### config.mk
export PLATFORM = sky130hd
export DESIGN_NAME = execute_stage_flat
export DESIGN_NICKNAME = d
export VERILOG_FILES = /design/src/rtl/execute_stage_if.sv /design/src/rtl/execute_stage.sv /design/src/flat_wrapper.sv
export SDC_FILE = /design/constraint.sdc
export NUM_CORES = 1
export LEC_CHECK = 0
export ABC_AREA = 1
export CAP_MARGIN = 20
export CORE_ASPECT_RATIO = 1.4
export CORE_MARGIN = 2
export CORE_UTILIZATION = 55
export CTS_CLUSTER_SIZE = 8
export DETAILED_ROUTE_END_ITERATION = 10
export PLACE_DENSITY = 0.9
export SYNTH_ARGS = -nofsm -noshare
export SYNTH_HDL_FRONTEND = slang
export SYNTH_SLANG_ARGS = --single-unit
### constraint.sdc
create_clock -name clk -period 4.45 [get_ports clk]
set_input_delay 0.445 -clock clk [delete_from_list [all_inputs] [get_ports clk]]
set_output_delay 0.445 -clock clk [all_outputs]
set_load 0.05 [all_outputs]
### src/rtl/execute_stage_if.sv
// Signal bundle between decode/forwarding logic and the execute stage.
// The stage uses the slave side; the upstream driver uses the master side.
interface execute_stage_if #(
    parameter int DATA_W = 32,
    parameter int REG_AW = 5,
    parameter int OP_W   = 5,
    parameter int DCC_W  = 3
);
    logic              flush;
    logic [DATA_W-1:0] dataReg1;
    logic [DATA_W-1:0] dataReg2;
    logic [REG_AW-1:0] dataS1AddrIn;
    logic [REG_AW-1:0] dataS2AddrIn;
    logic [REG_AW-1:0] writeBackAddrIn;
    logic [OP_W-1:0]   ALUop;
    logic [DATA_W-1:0] immValueIn;
    logic [DCC_W-1:0]  dataCacheControlIn;
    logic              writeEnableReg;
    logic [1:0]        select1;
    logic [1:0]        select2;
    logic [DATA_W-1:0] regDataFromMEM_WB;

    logic [REG_AW-1:0] dataS1AddrOut;
    logic [REG_AW-1:0] dataS2AddrOut;
    logic [DATA_W-1:0] aluResult;
    logic [DATA_W-1:0] dataOut;
    logic [DATA_W-1:0] dataRs2Out;
    logic [DCC_W-1:0]  dataCacheControlOut;
    logic              writeEnableOut;
    logic [REG_AW-1:0] writeBackAddrOut;

    modport master (
        output flush, dataReg1, dataReg2, dataS1AddrIn, dataS2AddrIn,
               writeBackAddrIn, ALUop, immValueIn, dataCacheControlIn,
               writeEnableReg, select1, select2, regDataFromMEM_WB,
        input  dataS1AddrOut, dataS2AddrOut, aluResult, dataOut, dataRs2Out,
               dataCacheControlOut, writeEnableOut, writeBackAddrOut
    );

    modport slave (
        input  flush, dataReg1, dataReg2, dataS1AddrIn, dataS2AddrIn,
               writeBackAddrIn, ALUop, immValueIn, dataCacheControlIn,
               writeEnableReg, select1, select2, regDataFromMEM_WB,
        output dataS1AddrOut, dataS2AddrOut, aluResult, dataOut, dataRs2Out,
               dataCacheControlOut, writeEnableOut, writeBackAddrOut
    );
endinterface

### src/rtl/execute_stage.sv
// RV32I execute stage: DEC/EX register, forwarding ALU, EX/MEM register.
// No valid/ready: one instruction enters per clock; flush turns the entering slot into a bubble.
module execute_stage #(
    parameter int DATA_W = 32,
    parameter int REG_AW = 5,
    parameter int OP_W   = 5,
    parameter int DCC_W  = 3
) (
    input logic             clk,
    input logic             resetIn,
    execute_stage_if.slave  bus
);
    // DEC/EX register
    logic [DATA_W-1:0] rs1_q, rs2_q, imm_q;
    logic [REG_AW-1:0] s1_addr_q, s2_addr_q, rd_q;
    logic [OP_W-1:0]   aluop_q, aluop_d;
    logic [DCC_W-1:0]  dcc_q, dcc_d;
    logic              we_q, we_d;

    // EX/MEM register
    logic [DATA_W-1:0] data_out_q, rs2_out_q;
    logic [DCC_W-1:0]  dcc_out_q;
    logic              we_out_q;
    logic [REG_AW-1:0] rd_out_q;

    logic [DATA_W-1:0] op_a, fwd_b, op_b, alu_res;
    logic [4:0]        shamt;

    always_comb begin
        aluop_d = bus.flush ? '0 : bus.ALUop;
        dcc_d   = bus.flush ? '0 : bus.dataCacheControlIn;
        we_d    = bus.flush ? 1'b0 : bus.writeEnableReg;
    end

    // Select 3 is unused by the forwarding unit and falls back to the register value.
    always_comb begin
        case (bus.select1)
            2'd1:    op_a = data_out_q;
            2'd2:    op_a = bus.regDataFromMEM_WB;
            default: op_a = rs1_q;
        endcase
        case (bus.select2)
            2'd1:    fwd_b = data_out_q;
            2'd2:    fwd_b = bus.regDataFromMEM_WB;
            default: fwd_b = rs2_q;
        endcase
        op_b  = aluop_q[4] ? imm_q : fwd_b;
        shamt = op_b[4:0];
    end

    always_comb begin
        alu_res = '0;
        case (aluop_q[3:0])
            4'd0:    alu_res = op_a + op_b;
            4'd1:    alu_res = op_a - op_b;
            4'd2:    alu_res = op_a << shamt;
            4'd3:    alu_res = {{(DATA_W-1){1'b0}}, ($signed(op_a) < $signed(op_b))};
            4'd4:    alu_res = {{(DATA_W-1){1'b0}}, (op_a < op_b)};
            4'd5:    alu_res = op_a ^ op_b;
            4'd6:    alu_res = op_a >> shamt;
            4'd7:    alu_res = $signed(op_a) >>> shamt;
            4'd8:    alu_res = op_a | op_b;
            4'd9:    alu_res = op_a & op_b;
            4'd10:   alu_res = op_b;
            default: alu_res = '0;
        endcase
    end

    always_ff @(posedge clk or negedge resetIn) begin
        if (!resetIn) begin
            rs1_q      <= '0;
            rs2_q      <= '0;
            imm_q      <= '0;
            s1_addr_q  <= '0;
            s2_addr_q  <= '0;
            rd_q       <= '0;
            aluop_q    <= '0;
            dcc_q      <= '0;
            we_q       <= 1'b0;
            data_out_q <= '0;
            rs2_out_q  <= '0;
            dcc_out_q  <= '0;
            we_out_q   <= 1'b0;
            rd_out_q   <= '0;
        end else begin
            rs1_q      <= bus.dataReg1;
            rs2_q      <= bus.dataReg2;
            imm_q      <= bus.immValueIn;
            s1_addr_q  <= bus.dataS1AddrIn;
            s2_addr_q  <= bus.dataS2AddrIn;
            rd_q       <= bus.writeBackAddrIn;
            aluop_q    <= aluop_d;
            dcc_q      <= dcc_d;
            we_q       <= we_d;
            // Store data takes the forwarded rs2, not the stale register-file copy.
            data_out_q <= alu_res;
            rs2_out_q  <= fwd_b;
            dcc_out_q  <= dcc_q;
            we_out_q   <= we_q;
            rd_out_q   <= rd_q;
        end
    end

    assign bus.dataS1AddrOut       = s1_addr_q;
    assign bus.dataS2AddrOut       = s2_addr_q;
    assign bus.aluResult           = alu_res;
    assign bus.dataOut             = data_out_q;
    assign bus.dataRs2Out          = rs2_out_q;
    assign bus.dataCacheControlOut = dcc_out_q;
    assign bus.writeEnableOut      = we_out_q;
    assign bus.writeBackAddrOut    = rd_out_q;
endmodule

### src/flat_wrapper.sv
// flat-port wrapper written by rule: the top's interface ports become plain ports
module execute_stage_flat 
#(
    parameter int DATA_W = 32,
    parameter int REG_AW = 5,
    parameter int OP_W   = 5,
    parameter int DCC_W  = 3
)
  (clk, resetIn, bus_flush, bus_dataReg1, bus_dataReg2, bus_dataS1AddrIn, bus_dataS2AddrIn, bus_writeBackAddrIn, bus_ALUop, bus_immValueIn, bus_dataCacheControlIn, bus_writeEnableReg, bus_select1, bus_select2, bus_regDataFromMEM_WB, bus_dataS1AddrOut, bus_dataS2AddrOut, bus_aluResult, bus_dataOut, bus_dataRs2Out, bus_dataCacheControlOut, bus_writeEnableOut, bus_writeBackAddrOut);
  execute_stage_if #(.DATA_W(DATA_W), .REG_AW(REG_AW), .OP_W(OP_W), .DCC_W(DCC_W)) bus_i ();
  input logic clk;
  input logic resetIn;
  input wire logic [$bits(bus_i.flush)-1:0] bus_flush;
  input wire logic [$bits(bus_i.dataReg1)-1:0] bus_dataReg1;
  input wire logic [$bits(bus_i.dataReg2)-1:0] bus_dataReg2;
  input wire logic [$bits(bus_i.dataS1AddrIn)-1:0] bus_dataS1AddrIn;
  input wire logic [$bits(bus_i.dataS2AddrIn)-1:0] bus_dataS2AddrIn;
  input wire logic [$bits(bus_i.writeBackAddrIn)-1:0] bus_writeBackAddrIn;
  input wire logic [$bits(bus_i.ALUop)-1:0] bus_ALUop;
  input wire logic [$bits(bus_i.immValueIn)-1:0] bus_immValueIn;
  input wire logic [$bits(bus_i.dataCacheControlIn)-1:0] bus_dataCacheControlIn;
  input wire logic [$bits(bus_i.writeEnableReg)-1:0] bus_writeEnableReg;
  input wire logic [$bits(bus_i.select1)-1:0] bus_select1;
  input wire logic [$bits(bus_i.select2)-1:0] bus_select2;
  input wire logic [$bits(bus_i.regDataFromMEM_WB)-1:0] bus_regDataFromMEM_WB;
  output wire logic [$bits(bus_i.dataS1AddrOut)-1:0] bus_dataS1AddrOut;
  output wire logic [$bits(bus_i.dataS2AddrOut)-1:0] bus_dataS2AddrOut;
  output wire logic [$bits(bus_i.aluResult)-1:0] bus_aluResult;
  output wire logic [$bits(bus_i.dataOut)-1:0] bus_dataOut;
  output wire logic [$bits(bus_i.dataRs2Out)-1:0] bus_dataRs2Out;
  output wire logic [$bits(bus_i.dataCacheControlOut)-1:0] bus_dataCacheControlOut;
  output wire logic [$bits(bus_i.writeEnableOut)-1:0] bus_writeEnableOut;
  output wire logic [$bits(bus_i.writeBackAddrOut)-1:0] bus_writeBackAddrOut;
  assign bus_i.flush = bus_flush;
  assign bus_i.dataReg1 = bus_dataReg1;
  assign bus_i.dataReg2 = bus_dataReg2;
  assign bus_i.dataS1AddrIn = bus_dataS1AddrIn;
  assign bus_i.dataS2AddrIn = bus_dataS2AddrIn;
  assign bus_i.writeBackAddrIn = bus_writeBackAddrIn;
  assign bus_i.ALUop = bus_ALUop;
  assign bus_i.immValueIn = bus_immValueIn;
  assign bus_i.dataCacheControlIn = bus_dataCacheControlIn;
  assign bus_i.writeEnableReg = bus_writeEnableReg;
  assign bus_i.select1 = bus_select1;
  assign bus_i.select2 = bus_select2;
  assign bus_i.regDataFromMEM_WB = bus_regDataFromMEM_WB;
  assign bus_dataS1AddrOut = bus_i.dataS1AddrOut;
  assign bus_dataS2AddrOut = bus_i.dataS2AddrOut;
  assign bus_aluResult = bus_i.aluResult;
  assign bus_dataOut = bus_i.dataOut;
  assign bus_dataRs2Out = bus_i.dataRs2Out;
  assign bus_dataCacheControlOut = bus_i.dataCacheControlOut;
  assign bus_writeEnableOut = bus_i.writeEnableOut;
  assign bus_writeBackAddrOut = bus_i.writeBackAddrOut;
  execute_stage #(.DATA_W(DATA_W), .REG_AW(REG_AW), .OP_W(OP_W), .DCC_W(DCC_W)) u_core (.clk(clk), .resetIn(resetIn), .bus(bus_i));
endmodule
==> flow_summary.toml, run 1 <==
[clocking]
clock-sinks = 193
cts-root-buf = "clkbuf_16"
cts_made_buffers = 17
cts_buffer_depth = 2
h-tree-depth = 4
holdBufCountCts = 0

[synth]
ys_ff_latch = 193
synth_area_sq_um = 16480
ys_seq_area_frac = 0.2930
synth_edf_count = 0
ys_types = 51
syn_avg_cell_area_sq_um = 6.454
yosysWarnings = 0
syn_inst = 2554
synthArstFlopShare = 1.000
yosys_most_used_dff = "dfrtp_1"
syn-num-nets = 2823

[grt]
grt_pass1_wl_um = 217300
overflow = 1228
grt_max_degree = 99
grt_pass1_vias = 32551
grt_usage = 0.9233

[status]
error = "[ERROR GRT-0116] Global routing finished with congestion. Check the congestion regions in the DRC Viewer."
status = "did not finish"
haltStage = "global routing (5_1_grt)"

[die]
pin_count = 274
die_h_um = 208.8
initial_utilization = 0.5542
die_w_um = 150.3
rows = 75

[placement]
dpl.hpwl_um = 68980
place_ws_ps = -829.3
place_congestion = 1.319
placed_cells = 3532
port_buffers = 273
[cells in the mapped netlist, types with 4 or more instances]
library cell,n,area share
nand3_1,426,0.13
or2_2,12,0.0046
o21ai_1,65,0.020
o21a_1,11,0.0050
a221oi_1,8,0.0043
nor4_1,5,0.0019
nand2_1,675,0.15
buf_6,10,0.0068
inv_1,267,0.061
dfrtp_1,193,0.29
o21bai_1,9,0.0041
a21oi_1,126,0.038
buf_4,11,0.0050
o21ai_0,141,0.043
nor3_1,16,0.0049
a21boi_0,7,0.0032
nand2_2,5,0.0019
clkbuf_1,46,0.010
a21o_1,4,0.0018
nand3_2,4,0.0024
o22ai_1,18,0.0068
nand4_1,25,0.0095
o2111ai_1,4,0.0021
a211oi_1,5,0.0023
buf_2,57,0.017
a31oi_1,7,0.0027
o221ai_1,6,0.0032
o211ai_1,31,0.014
inv_2,11,0.0025
nor2_1,208,0.047
ha_1,108,0.082
[cell families after synthesis]
kind of cell	Yosys count	synth area share
xor+xnor	3	0.001594
buf+inv	407	0.1041
fa+ha+maj	110	0.08440
simple gates	1389	0.3612
compound gates	452	0.1557
flops	193	0.2930
[metal layers]
metal,track usage,overflow
met5,0.6823,13
met1,0.8589,59
met4,0.9486,289
met3,0.8378,32
met2,1.068,835
[through the flow]
stage	instance area, sq um	hold WS (ps)
detailed placement	22790	334.7
global placement	22790	333.2
floorplan	16480	149.4
CTS	24860	95.20
[timing repair]
action,4_1_cts
gates cloned,3
endpoints found under the setup margin,34
buffers inserted,28
resized for setup,366
pin swaps,76
endpoints found under the hold margin,0
==> run 2, diff against run 1 <==
CORE_ASPECT_RATIO = unset   (was 1.4)
CORE_UTILIZATION = 40   (was 55)
CTS_CLUSTER_SIZE = unset   (was 8)
PLACE_DENSITY = unset   (was 0.9)
PLACE_DENSITY_LB_ADDON = 0.15   (was unset)
==> run 2 against run 1 <==
  * Area after synthesis is the same
  * The flow now finishes, with violations (negative setup slack)
  * Synthesized cell count is the same
==> flow_summary.toml, run 2 <==
[die]
initial_utilization = 0.4046
die_w_um = 207.0
core_area_sq_um = 40740
pin_count = 274
die_h_um = 207.0
rows = 74
die_area_sq_um = 42850

[sta]
drv_slew = 0
fin_crit_sh = 1.028
fin_ws_ps = -124.6
tightest_slew_ps = 962.7
final.min_clock_period_ps = 4575
fin_tns_setup_ps = -707.7
hold_viol_final = 0
skew_ps = 24.00
setup_viol = 11
fmax_ghz = 0.2186
relSlewSlack = 0.3582
grt_setup_unrepaired = "true"

[synth]
synthArstFlopShare = 1.000
synth.largest_area_cell = "dfrtp_1"
synth_top_cell_area_share = 0.2930
yosys_most_used_dff = "dfrtp_1"
synth_area_sq_um = 16480
ys_types = 51
yosysMostFrequentCell = "nand2_1"
synthTopCellsByArea = "dfrtp_1, nand2_1, nand3_1"
synth_edf_count = 0
ys_ff_latch = 193
yosysWarnings = 0
yosys-top-cells-count = "nand2_1, nand3_1, inv_1"
ys_seq_area_frac = 0.2930
syn-num-nets = 2823
syn_inst = 2554
syn_avg_cell_area_sq_um = 6.454

[layout]
regArea_sq_um = 4831
drive_above_1_share = 0.3206
postLayoutCoreUtil = 0.6670
nets = 3668
final_common_cell = "buf_4"
syn_to_final_growth_pct = 64.83
fillers = 3392
multi_input_comb_area_sq_um = 11440
final_cell_mix = "buf_4, nand2_1, nand3_1"

[clocking]
cts_made_buffers = 17
insertion_delay_ps = 460
holdBufCountCts = 0
cts-root-buf = "clkbuf_16"
h-tree-depth = 4
cts_tree = "built"
clock-sinks = 193
cts_buffer_depth = 2
clk_pin_slew_worst_paths_ps = 80

[routing]
drtAntennaViolNets = 0
first_pass_iters = 6
drc_errors = 0
route.met2.wl_um = 44350
first_iter_violations = 2650
met3WireLength_um = 11870
top_layer_used = "met5"
routed_via_density = 5.893
vias = 23249
wl_per_cell_um = 25.50
wl_met1_um = 36770
routed_wl_um = 100600

[pwr]
p_sw_w = 0.005998
swShare = 0.4885
seq_power_share = 0.175
power_density_nw_per_um2 = 451.9
internal_power_w = 0.006281
irDropWorstVdd_mv = 0.6398
combPwrFrac = 0.687
clockPowerShare = 0.137
leakage_nw = 13.23

[grt]
overflow = 0
grt_usage = 0.4383
grt_max_degree = 126
antenna_found_initial = 3
grt_pass1_wl_um = 140500
grt_pass1_vias = 22561

[worst_setup_path]
r2r-start = "u_core.bus.dataOut[2]"
rr_worst_depth = 32
startpoint_type = "primary input"
rrSetupSlack_ps = 50
cp-end-kind = "output pin"
critPathArrivalTime_ps = 4130
reg2reg_to = "u_core.bus.dataRs2Out[2]"
cp.required_ps = 4010
crit_fanout = 4
worstSetupPathType = "primary input to output pin"

[placement]
dpl.hpwl_um = 74960
place_congestion = 1.047
port_buffers = 273

[worst_hold_path]
hold_class = "primary input to asynchronous set/reset pin"

[run]
max_cap_viol_count = 0

[status]
failed_checks = "negative setup slack"
status = "finished with violations"
-- run 2: cell counts after synthesis --
No cell type changed its count.
-- run 2: kinds of logic after synthesis --
logic type / count (synthesis) / synth area share
simple gates: 1389 / 0.3612
fa+ha+maj: 110 / 0.08440
compound gates: 452 / 0.1557
buf+inv: 407 / 0.1041
xor+xnor: 3 / 0.001594
flops: 193 / 0.2930
-- run 2: routing by layer --
metal  global-route usage  up-vias
li1                     -    10170
met1               0.5463    10975
met2               0.6983     1693
met3              0.09748      409
met4               0.2552        2
met5                    0        -
-- run 2: critical path, cell delays in order --
cell and delay (ps):
buf_6 100, buf_6 110, ha_4 180, buf_12 140, buf_8 130, buf_6 120, nand2_1 110, nand3_2 100
nand3_2 80, nand2_2 110, buf_4 160, ha_1 200, a21oi_1 210, o21ai_1 110, buf_4 160, nand2_1 70
nand2_2 80, buf_4 160, a21o_1 230, or2_2 300, nand3_1 120, nand3_1 150, nor2_2 160, nand2_2 160
buf_6 200
-- run 2: through the flow --
stage	hold slack, ps	cell area [sq um]	total power (W)	instances	worst slack (ps)
finish	120.7	27170	0.01228	3945	-124.6
global route	217.3	27170	0.01274	3945	-190.7
CTS	161.6	26120	0.01155	3913	-14.53
detailed placement	334.7	23980	0.009353	3810	-1033
global placement	333.1	23980	0.009331	3810	-1036
floorplan	149.4	16480	0.005533	2554	276.1
-- run 2: how the worst max path moves through the flow --
stage,start,to,slack (ps),depth (start not counted)
floorplan,bus_select2[0],bus_aluResult[31],280,25
global placement,bus_select2[0],bus_aluResult[22],-1040,23
detailed placement,bus_select2[0],bus_aluResult[26],-1030,25
CTS,bus_select2[0],bus_aluResult[12],-10,26
global route,bus_select2[0],bus_aluResult[17],-190,31
finish,bus_select2[0],bus_aluResult[9],-120,25
-- run 2: repair_timing --
item                       in CTS  in global routing
setup endpoints to repair      36                 32
pin swaps                      45                 68
gates resized for setup       279                231
buffers inserted               66                 35
cloned                          5                  1
-- run 2: power groups by stage --
stage          Sequential [W]  Combinational [W]  Clock (W)
6_report              0.00215            0.00844    0.00169
5_1_grt               0.00215            0.00881    0.00177
4_1_cts               0.00212            0.00774    0.00169
3_5_place_dp          0.00214            0.00721          0
3_3_place_gp          0.00214            0.00719          0
2_1_floorplan         0.00261            0.00292          0
-- run 2: cell type report --
class | count | area share
Antenna cell | 1 | 0.00009209
Inverter | 280 | 0.04061
Clock inverter | 14 | 0.008104
Tap cell | 532 | 0.02450
Timing Repair Buffer | 950 | 0.3113
Timing Repair inverter | 3 | 0.0007828
Multi-Input combinational cell | 1954 | 0.4210
Clock buffer | 18 | 0.01579
Sequential cell | 193 | 0.1778
(Power assumes the default switching activity.)
==> run 3, diff against run 2 <==
MAX_ROUTING_LAYER = met4   (was unset)
==> run 3 against run 2 <==
  * The run still ends with negative setup slack left
  * First-iteration DRC count rose by 7.9%
  * Clock power is 7% lower
  * Hold slack got worse by 14 ps
  * Sequential share of layout area grew 0.15 points
  * Count of clock-buffer cells in the layout unchanged
  * Sequential power about the same
  * Non-clock buffer count shrank 55
  * Clock skew shrank 7.5 ps
  * Setup slack better by 100 ps
  * Power down 0.88%
  * Wire length fell by 1.2%
  * Combinational power barely moved
==> flow_summary.toml, run 3 (same netlist as run 2, synthesis figures left out) <==
[grt]
antenna_found_initial = 2
overflow = 0
grt_usage = 0.4584
grt_pass1_wl_um = 142700
grt_pass1_vias = 22641
grt_max_degree = 113

[clocking]
clock-sinks = 193
insertion_delay_ps = 470
cts_tree = "built"
cts-root-buf = "clkbuf_16"
cts_made_buffers = 17
cts_buffer_depth = 2
clk_pin_slew_worst_paths_ps = 80
h-tree-depth = 4

[sta]
fin_ws_ps = -20.71
skew_ps = 16.52
fmax_ghz = 0.2237
grt_setup_unrepaired = "true"
drv_slew = 0
setup_viol = 1
fin_crit_sh = 1.005
final.min_clock_period_ps = 4471
relSlewSlack = 0.3413
tightest_slew_ps = 984.4
hold_viol_final = 0
fin_tns_setup_ps = -20.71

[routing]
routed_wl_um = 99430
drc_errors = 0
drtAntennaViolNets = 0
routed_via_density = 5.890
vias = 22906
first_iter_violations = 2860
wl_per_cell_um = 25.57
first_pass_iters = 9

[layout]
fin_cells = 3889
final_cell_mix = "nand2_1, buf_4, nand3_1"
drive_above_1_share = 0.3213
final_common_cell = "nand2_1"
nets = 3611
syn_to_final_growth_pct = 63.39

[pwr]
power_density_nw_per_um2 = 451.9
power_w = 0.01217
irDropWorstVdd_mv = 0.4891
leakage_nw = 12.99

[status]
failed_checks = "negative setup slack"
status = "finished with violations"

[die]
core_area_sq_um = 40740
die_area_sq_um = 42850
die_h_um = 207.0
initial_utilization = 0.4046
rows = 74
pin_count = 274
die_w_um = 207.0

[placement]
place_congestion = 1.076
dpl.hpwl_um = 75520
place_ws_ps = -948.9
placed_cells = 3799
port_buffers = 273

[worst_setup_path]
worstSetupPathType = "primary input to output pin"
path_cells = "buf_6 -> ha_4 -> buf_6 -> clkinv_8 -> buf_12 -> nand3_1 -> o21ai_2 -> o21ai_4 -> inv_2 -> ha_4 -> a21oi_1 -> o21ai_0 -> nand2_1 -> nand2_1 -> a31oi_4 -> inv_1 -> buf_4 -> nand3_1 -> nand3_1 -> nand2_1 -> nand3_2 -> nand3_4 -> buf_12"
crit_fanout = 10
critPathArrivalTime_ps = 4030
slowest_delay_ps = 390
cp.required_ps = 4010
startpoint_type = "primary input"
crit_family = "compound AO/OA/AOI/OAI gates"
cpMaxStageDelayCell = "a21oi_1"
cp-end-kind = "output pin"
worst-path-buf-inv = 8

[worst_hold_path]
hold_class = "primary input to asynchronous set/reset pin"

[run]
max_cap_viol_count = 0
-- run 3: cell count changes in the layout (fill, tap and decap cells not counted), sizes merged --
| cell | previous run | this run |
|---|---|---|
| diode | 1 | 2 |
| clkinv | 10 | 9 |
| bufinv | 3 | 0 |
| clkbuf | 19 | 21 |
| inv | 279 | 284 |
| clkinvlp | 5 | 2 |
| buf | 712 | 655 |
-- run 3: worst paths after layout --
path | end | cells past startpoint | slack [ps] | start
worst max-delay path | bus_aluResult[25] | 23 | -20 | bus_select2[1]
worst min-delay path | u_core.rd_q[0] | 1 | 110 | resetIn
worst max register to register | u_core.bus.dataOut[21] | 22 | 710 | u_core.aluop_q[4]
worst min register to register | u_core.bus.dataCacheControlOut[1] | 0 | 360 | u_core.dcc_q[1]
max in group asynchronous | u_core.bus.dataOut[1] | 2 | 3370 | resetIn
min in group clk | u_core.bus.dataCacheControlOut[1] | 0 | 360 | u_core.dcc_q[1]
-- run 3: per-stage QoR --
stage | utilization | hold WS, ps | instance area (sq um)
after detailed placement | 0.5864 | 337.0 | 23890
after global placement | 0.5864 | 332.5 | 23890
after global routing | 0.6611 | 178.5 | 26930
after CTS | 0.6430 | 125.9 | 26190
final | 0.6611 | 106.7 | 26930
after floorplan | - | 149.4 | 16480
-- run 3: per-layer routing --
layer	GRT usage	vias to the layer above	wire length, um
met1	0.5509	10879	36750
met2	0.7201	1632	44940
met4	0.2507	0	6936
met3	0.09491	379	10800
li1	-	10016	-
met5	-	-	0
-- run 3: repair_timing --
action | 4_1_cts | 5_1_grt
cloned | 4 | 0
hold buffers | 0 | 0
endpoints found under the setup margin | 36 | 31
buffers inserted | 39 | 16
gates resized for setup | 403 | 185
pin swaps | 68 | 67
-- run 3: power by group --
group / switching [W] / total (W) / internal (W)
clock: 0.000812 / 0.00157 / 0.000758
combinational: 0.00505 / 0.00845 / 0.00339
sequential: 0.000203 / 0.00216 / 0.00195
-- run 3: layout make-up --
cell class              count  area (sq um)
inverters                 280          1089
repair inverters            1         7.507
clock buffers              18         429.2
well taps                 532         665.6
repair buffers            895          8039
multi-input cells        1954         11710
diodes                      2         5.005
flip-flops and latches    193          4830
fillers                  3437         13810
clock inverters            14         156.4
